### src/rtl/fx_pkg.sv
// Shared constants and FSM state encoding for the fx register-bus arbiter.
package fx_pkg;

  localparam int unsigned FX_AW = 16;
  localparam int unsigned FX_DW = 8;

  typedef enum logic [1:0] {
    IDLE  = 2'd0,
    ISSUE = 2'd1,
    WAIT  = 2'd2,
    DONE  = 2'd3
  } fx_state_e;

endpackage

### src/rtl/fx_arb_if.sv
// Bundle of both requester ports plus the shared fx master port.
interface fx_arb_if #(
  parameter int unsigned AW = fx_pkg::FX_AW,
  parameter int unsigned DW = fx_pkg::FX_DW
);

  logic          m0_req;
  logic          m0_we;
  logic [AW-1:0] m0_addr;
  logic [DW-1:0] m0_wdata;
  logic          m0_gnt;
  logic          m0_done;
  logic [DW-1:0] m0_rdata;

  logic          m1_req;
  logic          m1_we;
  logic [AW-1:0] m1_addr;
  logic [DW-1:0] m1_wdata;
  logic          m1_gnt;
  logic          m1_done;
  logic [DW-1:0] m1_rdata;

  logic [AW-1:0] fx_a;
  logic [DW-1:0] fx_data;
  logic          fx_wr;
  logic          fx_rd;
  logic [DW-1:0] fx_q;
  logic          busy;

  // Arbiter side
  modport slave (
    input  m0_req, m0_we, m0_addr, m0_wdata,
    output m0_gnt, m0_done, m0_rdata,
    input  m1_req, m1_we, m1_addr, m1_wdata,
    output m1_gnt, m1_done, m1_rdata,
    output fx_a, fx_data, fx_wr, fx_rd, busy,
    input  fx_q
  );

  // Requester / slave-model side
  modport master (
    output m0_req, m0_we, m0_addr, m0_wdata,
    input  m0_gnt, m0_done, m0_rdata,
    output m1_req, m1_we, m1_addr, m1_wdata,
    input  m1_gnt, m1_done, m1_rdata,
    input  fx_a, fx_data, fx_wr, fx_rd, busy,
    output fx_q
  );

endinterface

### src/rtl/fx_rr_arb2.sv
// Two-way arbiter: round-robin on ties, or fixed port-0 priority when
// FX_ARB_FIXED_PRIO_EN is defined. ptr_i names the last granted port.
module fx_rr_arb2 (
  input  logic       req0_i,
  input  logic       req1_i,
  input  logic       en_i,
  input  logic       ptr_i,
  output logic [1:0] win_o,
  output logic       ptr_nxt_o
);

  // Pick a one-hot winner and advance the pointer to it
  always_comb begin
    win_o     = 2'b00;
    ptr_nxt_o = ptr_i;
    if (en_i) begin
      if (req0_i && req1_i) begin
`ifdef FX_ARB_FIXED_PRIO_EN
        win_o = 2'b01;
`else
        win_o = ptr_i ? 2'b01 : 2'b10;
`endif
      end else begin
        win_o = {req1_i, req0_i};
      end
`ifndef FX_ARB_FIXED_PRIO_EN
      if (win_o != 2'b00) ptr_nxt_o = win_o[1];
`endif
    end
  end

endmodule

### src/rtl/fx_arb.sv
// Two-port arbiter/sequencer for the fx register bus. Each grant becomes one
// fx write or read strobe; reads capture fx_q RD_LAT cycles after the strobe.
// Tie policy selectable with FX_ARB_FIXED_PRIO_EN (see fx_rr_arb2).
module fx_arb
  import fx_pkg::*;
#(
  parameter int unsigned AW     = FX_AW,
  parameter int unsigned DW     = FX_DW,
  parameter int unsigned RD_LAT = 1
) (
  input  logic    clk_sys,
  input  logic    rst_n,
  fx_arb_if.slave bus
);

  localparam int unsigned CW = 3;

  fx_state_e     state_q, state_d;
  logic          ptr_q, ptr_d, ptr_nxt;
  logic [1:0]    win;
  logic          sel_q, sel_d;
  logic          we_q, we_d;
  logic [CW-1:0] cnt_q, cnt_d;
  logic          gnt0_q, gnt0_d, gnt1_q, gnt1_d;
  logic          done0_q, done0_d, done1_q, done1_d;
  logic [DW-1:0] rdata0_q, rdata0_d, rdata1_q, rdata1_d;
  logic [AW-1:0] fx_a_q, fx_a_d;
  logic [DW-1:0] fx_data_q, fx_data_d;
  logic          fx_wr_q, fx_wr_d, fx_rd_q, fx_rd_d;
  logic          busy_q, busy_d;
  logic          w_we;
  logic [AW-1:0] w_addr;
  logic [DW-1:0] w_wdata;

  fx_rr_arb2 u_arb (
    .req0_i    (bus.m0_req),
    .req1_i    (bus.m1_req),
    .en_i      (state_q == IDLE),
    .ptr_i     (ptr_q),
    .win_o     (win),
    .ptr_nxt_o (ptr_nxt)
  );

  assign w_we    = win[1] ? bus.m1_we    : bus.m0_we;
  assign w_addr  = win[1] ? bus.m1_addr  : bus.m0_addr;
  assign w_wdata = win[1] ? bus.m1_wdata : bus.m0_wdata;

  // Next state and next registered outputs
  always_comb begin
    state_d   = state_q;
    ptr_d     = ptr_nxt;
    sel_d     = sel_q;
    we_d      = we_q;
    cnt_d     = cnt_q;
    gnt0_d    = 1'b0;
    gnt1_d    = 1'b0;
    done0_d   = 1'b0;
    done1_d   = 1'b0;
    fx_wr_d   = 1'b0;
    fx_rd_d   = 1'b0;
    rdata0_d  = rdata0_q;
    rdata1_d  = rdata1_q;
    fx_a_d    = fx_a_q;
    fx_data_d = fx_data_q;
    case (state_q)
      IDLE: begin
        if (win != 2'b00) begin
          state_d = ISSUE;
          sel_d   = win[1];
          we_d    = w_we;
          fx_a_d  = w_addr;
          if (w_we) fx_data_d = w_wdata;
          fx_wr_d = w_we;
          fx_rd_d = !w_we;
          gnt0_d  = win[0];
          gnt1_d  = win[1];
        end
      end
      ISSUE: begin
        if (we_q) begin
          state_d = DONE;
          done0_d = !sel_q;
          done1_d = sel_q;
        end else begin
          state_d = WAIT;
          cnt_d   = CW'(RD_LAT);
        end
      end
      WAIT: begin
        if (cnt_q == CW'(1)) begin
          state_d = DONE;
          done0_d = !sel_q;
          done1_d = sel_q;
          if (sel_q) rdata1_d = bus.fx_q;
          else       rdata0_d = bus.fx_q;
        end else begin
          cnt_d = cnt_q - CW'(1);
        end
      end
      DONE:    state_d = IDLE;
      default: state_d = IDLE;
    endcase
    busy_d = (state_d != IDLE);
  end

  // State, pointer and output registers
  always_ff @(posedge clk_sys or negedge rst_n) begin
    if (!rst_n) begin
      state_q   <= IDLE;
      ptr_q     <= 1'b1;
      sel_q     <= 1'b0;
      we_q      <= 1'b0;
      cnt_q     <= '0;
      gnt0_q    <= 1'b0;
      gnt1_q    <= 1'b0;
      done0_q   <= 1'b0;
      done1_q   <= 1'b0;
      rdata0_q  <= '0;
      rdata1_q  <= '0;
      fx_a_q    <= '0;
      fx_data_q <= '0;
      fx_wr_q   <= 1'b0;
      fx_rd_q   <= 1'b0;
      busy_q    <= 1'b0;
    end else begin
      state_q   <= state_d;
      ptr_q     <= ptr_d;
      sel_q     <= sel_d;
      we_q      <= we_d;
      cnt_q     <= cnt_d;
      gnt0_q    <= gnt0_d;
      gnt1_q    <= gnt1_d;
      done0_q   <= done0_d;
      done1_q   <= done1_d;
      rdata0_q  <= rdata0_d;
      rdata1_q  <= rdata1_d;
      fx_a_q    <= fx_a_d;
      fx_data_q <= fx_data_d;
      fx_wr_q   <= fx_wr_d;
      fx_rd_q   <= fx_rd_d;
      busy_q    <= busy_d;
    end
  end

  assign bus.m0_gnt   = gnt0_q;
  assign bus.m1_gnt   = gnt1_q;
  assign bus.m0_done  = done0_q;
  assign bus.m1_done  = done1_q;
  assign bus.m0_rdata = rdata0_q;
  assign bus.m1_rdata = rdata1_q;
  assign bus.fx_a     = fx_a_q;
  assign bus.fx_data  = fx_data_q;
  assign bus.fx_wr    = fx_wr_q;
  assign bus.fx_rd    = fx_rd_q;
  assign bus.busy     = busy_q;

endmodule

### src/flat_wrapper.sv
// flat-port wrapper written by rule: the top's interface ports become plain ports
module fx_arb_flat import fx_pkg::*;
#(
  parameter int unsigned AW     = FX_AW,
  parameter int unsigned DW     = FX_DW,
  parameter int unsigned RD_LAT = 1
)
  (clk_sys, rst_n, bus_m0_req, bus_m0_we, bus_m0_addr, bus_m0_wdata, bus_m0_gnt, bus_m0_done, bus_m0_rdata, bus_m1_req, bus_m1_we, bus_m1_addr, bus_m1_wdata, bus_m1_gnt, bus_m1_done, bus_m1_rdata, bus_fx_a, bus_fx_data, bus_fx_wr, bus_fx_rd, bus_busy, bus_fx_q);
  fx_arb_if #(.AW(AW), .DW(DW)) bus_i ();
  input  logic clk_sys;
  input  logic rst_n;
  input wire logic [$bits(bus_i.m0_req)-1:0] bus_m0_req;
  input wire logic [$bits(bus_i.m0_we)-1:0] bus_m0_we;
  input wire logic [$bits(bus_i.m0_addr)-1:0] bus_m0_addr;
  input wire logic [$bits(bus_i.m0_wdata)-1:0] bus_m0_wdata;
  output wire logic [$bits(bus_i.m0_gnt)-1:0] bus_m0_gnt;
  output wire logic [$bits(bus_i.m0_done)-1:0] bus_m0_done;
  output wire logic [$bits(bus_i.m0_rdata)-1:0] bus_m0_rdata;
  input wire logic [$bits(bus_i.m1_req)-1:0] bus_m1_req;
  input wire logic [$bits(bus_i.m1_we)-1:0] bus_m1_we;
  input wire logic [$bits(bus_i.m1_addr)-1:0] bus_m1_addr;
  input wire logic [$bits(bus_i.m1_wdata)-1:0] bus_m1_wdata;
  output wire logic [$bits(bus_i.m1_gnt)-1:0] bus_m1_gnt;
  output wire logic [$bits(bus_i.m1_done)-1:0] bus_m1_done;
  output wire logic [$bits(bus_i.m1_rdata)-1:0] bus_m1_rdata;
  output wire logic [$bits(bus_i.fx_a)-1:0] bus_fx_a;
  output wire logic [$bits(bus_i.fx_data)-1:0] bus_fx_data;
  output wire logic [$bits(bus_i.fx_wr)-1:0] bus_fx_wr;
  output wire logic [$bits(bus_i.fx_rd)-1:0] bus_fx_rd;
  output wire logic [$bits(bus_i.busy)-1:0] bus_busy;
  input wire logic [$bits(bus_i.fx_q)-1:0] bus_fx_q;
  assign bus_i.m0_req = bus_m0_req;
  assign bus_i.m0_we = bus_m0_we;
  assign bus_i.m0_addr = bus_m0_addr;
  assign bus_i.m0_wdata = bus_m0_wdata;
  assign bus_m0_gnt = bus_i.m0_gnt;
  assign bus_m0_done = bus_i.m0_done;
  assign bus_m0_rdata = bus_i.m0_rdata;
  assign bus_i.m1_req = bus_m1_req;
  assign bus_i.m1_we = bus_m1_we;
  assign bus_i.m1_addr = bus_m1_addr;
  assign bus_i.m1_wdata = bus_m1_wdata;
  assign bus_m1_gnt = bus_i.m1_gnt;
  assign bus_m1_done = bus_i.m1_done;
  assign bus_m1_rdata = bus_i.m1_rdata;
  assign bus_fx_a = bus_i.fx_a;
  assign bus_fx_data = bus_i.fx_data;
  assign bus_fx_wr = bus_i.fx_wr;
  assign bus_fx_rd = bus_i.fx_rd;
  assign bus_busy = bus_i.busy;
  assign bus_i.fx_q = bus_fx_q;
  fx_arb #(.AW(AW), .DW(DW), .RD_LAT(RD_LAT)) u_core (.clk_sys(clk_sys), .rst_n(rst_n), .bus(bus_i));
endmodule
### config.mk
export PLATFORM = sky130hd
export DESIGN_NAME = fx_arb_flat
export DESIGN_NICKNAME = d
export VERILOG_FILES = /design/src/rtl/fx_pkg.sv /design/src/rtl/fx_arb_if.sv /design/src/rtl/fx_rr_arb2.sv /design/src/rtl/fx_arb.sv /design/src/flat_wrapper.sv
export SDC_FILE = /design/constraint.sdc
export NUM_CORES = 1
export LEC_CHECK = 0
export CELL_PAD_IN_SITES_DETAIL_PLACEMENT = 1
export CELL_PAD_IN_SITES_GLOBAL_PLACEMENT = 1
export CORE_MARGIN = 2
export CORE_UTILIZATION = 31
export CTS_CLUSTER_DIAMETER = 150
export DETAILED_ROUTE_END_ITERATION = 12
export PLACE_DENSITY_LB_ADDON = 0.05
export SLEW_MARGIN = 40
export SYNTH_ARGS = -nofsm -noshare
export SYNTH_HDL_FRONTEND = slang
export SYNTH_SLANG_ARGS = --single-unit
### constraint.sdc
create_clock -name clk_sys -period 2.6 [get_ports clk_sys]
set_input_delay 0.39 -clock clk_sys [delete_from_list [all_inputs] [get_ports clk_sys]]
set_output_delay 0.39 -clock clk_sys [all_outputs]
set_load 0.01 [all_outputs]
## Word-level counts from Yosys, hierarchy flattened

Index checks and enable logic that the tools add are counted.

- Flip-flop bits (word level): 55
- Logic and storage cells: 66
- Input bits: 62
- Output and inout bits: 47

- Multiplexer cells: 28
- Equal/unequal tests: 6
- Reduce and logical (&&, ||, !) cells: 14
- Bitwise operators: 1
- Add/sub/neg operators: 1

Operators by type and width:

| operator | number |
|---|---|
| 16-bit 2-to-1 mux | 1 |
| 1-bit 2-to-1 mux | 14 |
| 2-bit 2-to-1 mux | 6 |
| 3-bit AND reduction | 4 |
| 8-bit 2-to-1 mux | 1 |
| 2-bit one-hot mux with 4 select lines | 1 |
| 2-bit nonzero test | 4 |
| 3-bit 2-to-1 mux | 2 |
| 3-bit one-hot mux with 2 select lines | 1 |
| 2-bit equality test, second input constant | 2 |
| 2-bit != test, second input constant | 2 |
| 1-bit one-hot mux with 2 select lines | 2 |
| 2-bit AND reduction | 2 |
| 3-bit by 1-bit equality test with 1-bit output, second input constant | 1 |
| 3-bit by 1-bit subtractor with 3-bit output, second input constant | 1 |
| 2-bit by 1-bit equality test with 1-bit output, second input constant | 1 |
| 1-bit logical NOT | 2 |
| 2-bit logical NOT | 1 |
| 1-bit logical AND | 1 |
| 1-bit inverter | 1 |

## Depth between registers and ports, before layout

- Depth after elaboration: 8
- Depth in mapped cells: 9
- Depth with buffers taken out: 6

## By module

Synthesis repeated with hierarchy kept, for this count alone.

- Cells, all modules: 198
- Area, all modules: 2,517.4 µm²

By module, submodules not included:

| module | sequential area each (µm²) | cells an instance | area each (µm²) | times used |
|---|---|---|---|---|
| fx_arb | 1,377.6 | 191 | 2,481.1 | 1 |
| fx_rr_arb2 | 0.0 | 7 | 36.3 | 1 |

## Worst setup path before layout

OpenSTA, ideal clock, no wires.

- Path kind: reg2reg
- From: reg u_core.state_q[0]
- To: reg u_core.fx_data_q[6] (netlist: u_core.bus.fx_data[6])
- Data required time: 2,475 ps
- Path slack: 789 ps
- Clock period less this slack: 1,811 ps
- Stages on the path, launching flop included: 8
- Arrival: 1,686 ps
- Path buffers: 1
- Setup time: 125 ps
- Path through: dfrtp_1 > inv_1 > ha_1 > buf_4 > nand2_1 > a21oi_4 > mux2_2 > mux2_4

- Word-level cells in the longest chain between the ends: 4
- Elaborated cells on any way between the ends: 6
- Those cells by class: 3 x mux; 3 x reduce/logical

RTL lines:

| what | line | source |
|---|---|---|
| start: declaration | fx_arb.sv:18 | `fx_state_e state_q, state_d;` |
| start signal: assignment | fx_arb.sv:126 | `state_q <= state_d;` |
| 2-bit logical NOT (*) | fx_arb.sv:38, fx_arb.sv:65 |  |
| 2-bit 2-to-1 mux | fx_rr_arb2.sv:16 | `if (en_i) begin` |
| 2-bit nonzero test or 1-bit 2-to-1 mux (tied branches) | fx_arb.sv:67, fx_arb.sv:44 |  |
| 3-bit AND reduction (no source line) | - |  |
| end signal: assignment | fx_arb.sv:138 | `fx_data_q <= fx_data_d;` |
| end: declaration | fx_arb.sv:28 | `logic [DW-1:0] fx_data_q, fx_data_d;` |

Every way passes the cells marked *; elsewhere a longest branch is shown, timed or not.
A chain may end at the register's enable or synchronous reset.

## Final worst setup path

- From: reg u_core.state_q[0]
- To: reg u_core.fx_data_q[3] (netlist: u_core.bus.fx_data[3])

Same word-level chain as after synthesis.

==> run_results.csv <==
group,metric,value,unit
layout,layout-drive-gt1-share,0.183,
floorplan,floorplan.die_area,0.00852,mm²
logic_synthesis,yosysSeqAreaShare,0.570,
cts,postCtsSetupBuffers,0,
critical_path,worstSetupStartpointType,"flip-flop",
floorplan,core,0.00765,mm²
cts,htree_levels,2,
global_routing,met2_usage,0.246,
critical_path,crit_chain,"inv_1 -> ha_1 -> nand2_1 -> a21oi_4 -> buf_4 -> mux2_2 -> mux2_2",
cts,clock_latency,0.31,ns
placed_design,port_buffers,108,
logic_synthesis,synthSimpleGateAreaFrac,0.106,
cts,cts_hold_repair.buffers,0,
global_routing,grt_pass1_vias,1955,
pwr,peakVddDrop,0.000481,V
layout,nFillCells,840,
cts,ctsLongestPathBuffers,2,
logic_synthesis,synth.distinct_cells,32,
logic_synthesis,synthArstFlopShare,1.00,
floorplan,rows,32,
sta,finalHoldViolCount,0,
cts,cts_tree,"done",
critical_path,worst-r2r-cell-count,7,
global_routing,grt-ovfl-total,0,
global_routing,met1_usage,0.193,
layout,syn2layout_area_growth,53.6,%
floorplan,pin_count,109,
logic_synthesis,syn_nets,266,
critical_path,cp_max_fo,20,
sta,max-slew-margin-rel,0.518,
pwr,p_leak,1.59,nW
route,drc,0,
critical_path,cp.arrival,2.11,ns
floorplan,die_w,92.3,µm
sta,grt_setup_unrepaired,"false",
logic_synthesis,syn_inst,199,
sta,clock.fmax,523,MHz
logic_synthesis,synthMuxAreaShare,0.155,
critical_path,cp-startpoint,"u_core.state_q[0]",
route,routedWlPerCell,14.9,µm
critical_path,cp.depth,7,
route,wirelength,6.18,mm
global_routing,grt_max_degree,56,
pwr,power_density,1080,mW/mm²
cts,numCtsBuffers,5,
pwr,total_power,4.01,mW
logic_synthesis,synth-edff-count,0,
status,outcome,"completed",
layout,nets,378,
cts,cts_resized,0,
route,first_pass_iters,4,
sta,setup_viol,0,
critical_path,cpLargestDelayFamily,"multiplexers",
cts,cts.clk_slew.worst_paths,0.10,ns
sta,timing.setup.tns,0,ns
critical_path,crit_type,"reg2reg",
logic_synthesis,syn-cell-area,0.00242,mm²
route,vias_per_cell,4.55,
logic_synthesis,synth_xor_area_frac,0,
global_routing,grt.busiest_layer,"met2",
floorplan,start_util,0.316,
floorplan,die_h,92.3,µm
critical_path,timing.critical_path.mode_cell,"mux2_2",
sta,fin_crit_sh,0.735,
logic_synthesis,ys_seq_elements,55,
critical_path,worstPathRequired,2.80,ns
sta,skew,0.00743,ns
cts,clkSinkCount,55,
critical_path,endpoint_kind,"flip-flop",
sta,fin_hold_ws,0.208,ns
min_path,hp-class,"in2async",
logic_synthesis,synth_top_family_by_area,"multiplexers",
logic_synthesis,synth_compound_area_frac,0.105,
critical_path,regToRegStartpoint,"u_core.state_q[0]",
critical_path,crit_slowest_cell,"dfrtp_1",
run,cap_violations,0,
logic_synthesis,synthAdderAreaFrac,0.0259,
placed_design,gp_congestion,0.710,
logic_synthesis,yosysWarnings,0,
global_routing,grt.met3_usage,0.0415,
logic_synthesis,synth_ff_type,"dfrtp_1",
critical_path,cpPeakStageDelay,0.41,ns
sta,period_minus_slack,1.91,ns
route,first_iter_violations,39,
global_routing,antenna_found_initial,0,
route,vias,1885,
global_routing,grt_usage,0.150,
layout,n_antenna_cell,0,
route,postRouteAntennaNets,0,
placed_design,dpl.hpwl,4.52,mm
global_routing,grt_first_pass_wirelength,10.0,mm
logic_synthesis,avgSynthCellArea,12.1,µm²
critical_path,crit_buf_inv,2,
cts,clockRootBuffer,"clkbuf_8",
sta,timing.final.max_slew_violations,0,
layout,finalCoreUtilization,0.486,
sta,tightest_slew,0.723,ns
## synthesized netlist by cell type (all sizes together) (2+ instances only)
cell | count | area [µm²]
mux2 | 33 | 375
a21oi | 4 | 31.3
a22oi | 16 | 120
nor2 | 8 | 45.0
ha | 5 | 62.6
a22o | 3 | 26.3
buf | 8 | 61.3
nand2 | 43 | 161
inv | 7 | 26.3
and3 | 2 | 12.5
dfrtp | 54 | 1350
o21ai | 3 | 30.0
## path summary, 6_finish.rpt
kind                                                to  slack [ns]
worst max-delay path             u_core.bus.fx_data[3]        0.69
max in group asynchronous          u_core.bus.fx_a[11]        1.91
worst min register to register  u_core.bus.m0_rdata[6]        0.51
min in group clk_sys            u_core.bus.m0_rdata[6]        0.51
worst max register to register   u_core.bus.fx_data[3]        0.69
worst min-delay path                   u_core.bus.busy        0.21
## kinds of logic after synthesis
kind of cell             Yosys count
buffers and inverters             16
AO/OA/AOI/OAI                     32
flip-flops                        55
multiplexers                      33
AND/OR/NAND/NOR                   58
adder cells (fa/ha/maj)            5
## routing by layer
layer | up-vias | part of all wire
met5 | - | 0
met4 | 0 | 0.016
met3 | 9 | 0.061
met2 | 63 | 0.48
met1 | 911 | 0.44
li1 | 902 | -
## registers in the layout, summed over array words and instances (netlist names)
signal	flops
u_core.bus.busy	1
u_core.bus.fx_a	16
u_core.bus.fx_data	8
u_core.bus.fx_rd	1
u_core.bus.fx_wr	1
u_core.bus.m0_done	1
u_core.bus.m0_gnt	1
u_core.bus.m0_rdata	8
u_core.bus.m1_done	1
u_core.bus.m1_gnt	1
u_core.bus.m1_rdata	8
u_core.cnt_q	3
u_core.ptr_q	1
u_core.sel_q	1
u_core.state_q	2
u_core.we_q	1
## power breakdown
group / total, mW / internal [mW] / switching [mW]
Combinational: 1.96 / 1.13 / 0.831
Sequential: 1.46 / 1.25 / 0.215
Clock: 0.580 / 0.288 / 0.292
## worst register-to-register path: cells and delay by family (launching register included)
kind                       cells  cell delay [ns]
muxes                          2             0.62
DFF                            1             0.41
buffers and inverters          2             0.38
adders and majority gates      1             0.18
AOI/OAI and AO/OA              1             0.13
and+or+nand+nor                1             0.09
## cell usage in the layout, fill, tap and decap left out, drive strengths merged
cell,Yosys,layout
a21oi,4,4
a22o,3,3
a22oi,16,16
a31oi,1,1
a32oi,1,1
and2b,1,1
and3,2,2
buf,8,7
bufinv,0,1
clkbuf,1,5
clkdlybuf4s50,0,107
clkinv,0,2
dfrtp,54,54
dfstp,1,1
ha,5,5
inv,7,7
mux2,33,33
nand2,43,43
nand2b,1,1
nand3,1,1
nor2,8,8
nor2b,1,1
o21a,1,1
o21ai,3,3
o22ai,1,1
o31ai,1,1
o32a,1,1
or2,1,1
## per-stage QoR
step / instances / worst slack [ns] / instance area [µm²]
global route: 414 / 0.567 / 3710
finish: 414 / 0.689 / 3710
detailed placement: 406 / 0.383 / 3600
CTS: 414 / 0.676 / 3710
global placement: 406 / 0.412 / 3600
floorplan: 199 / 0.789 / 2420
## area by class of cell
| cell class | instances | area, µm² | share of cell area |
|---|---|---|---|
| Timing Repair Buffer | 114 | 1120 | 0.302 |
| Clock inverter | 3 | 43.8 | 0.0118 |
| Sequential cell | 55 | 1380 | 0.371 |
| Multi-Input combinational cell | 128 | 948 | 0.255 |
| Inverter | 7 | 26.3 | 0.00708 |
| Clock buffer | 5 | 68.8 | 0.0185 |
| Tap cell | 102 | 128 | 0.0344 |
Power figures use the tool's default switching activity.
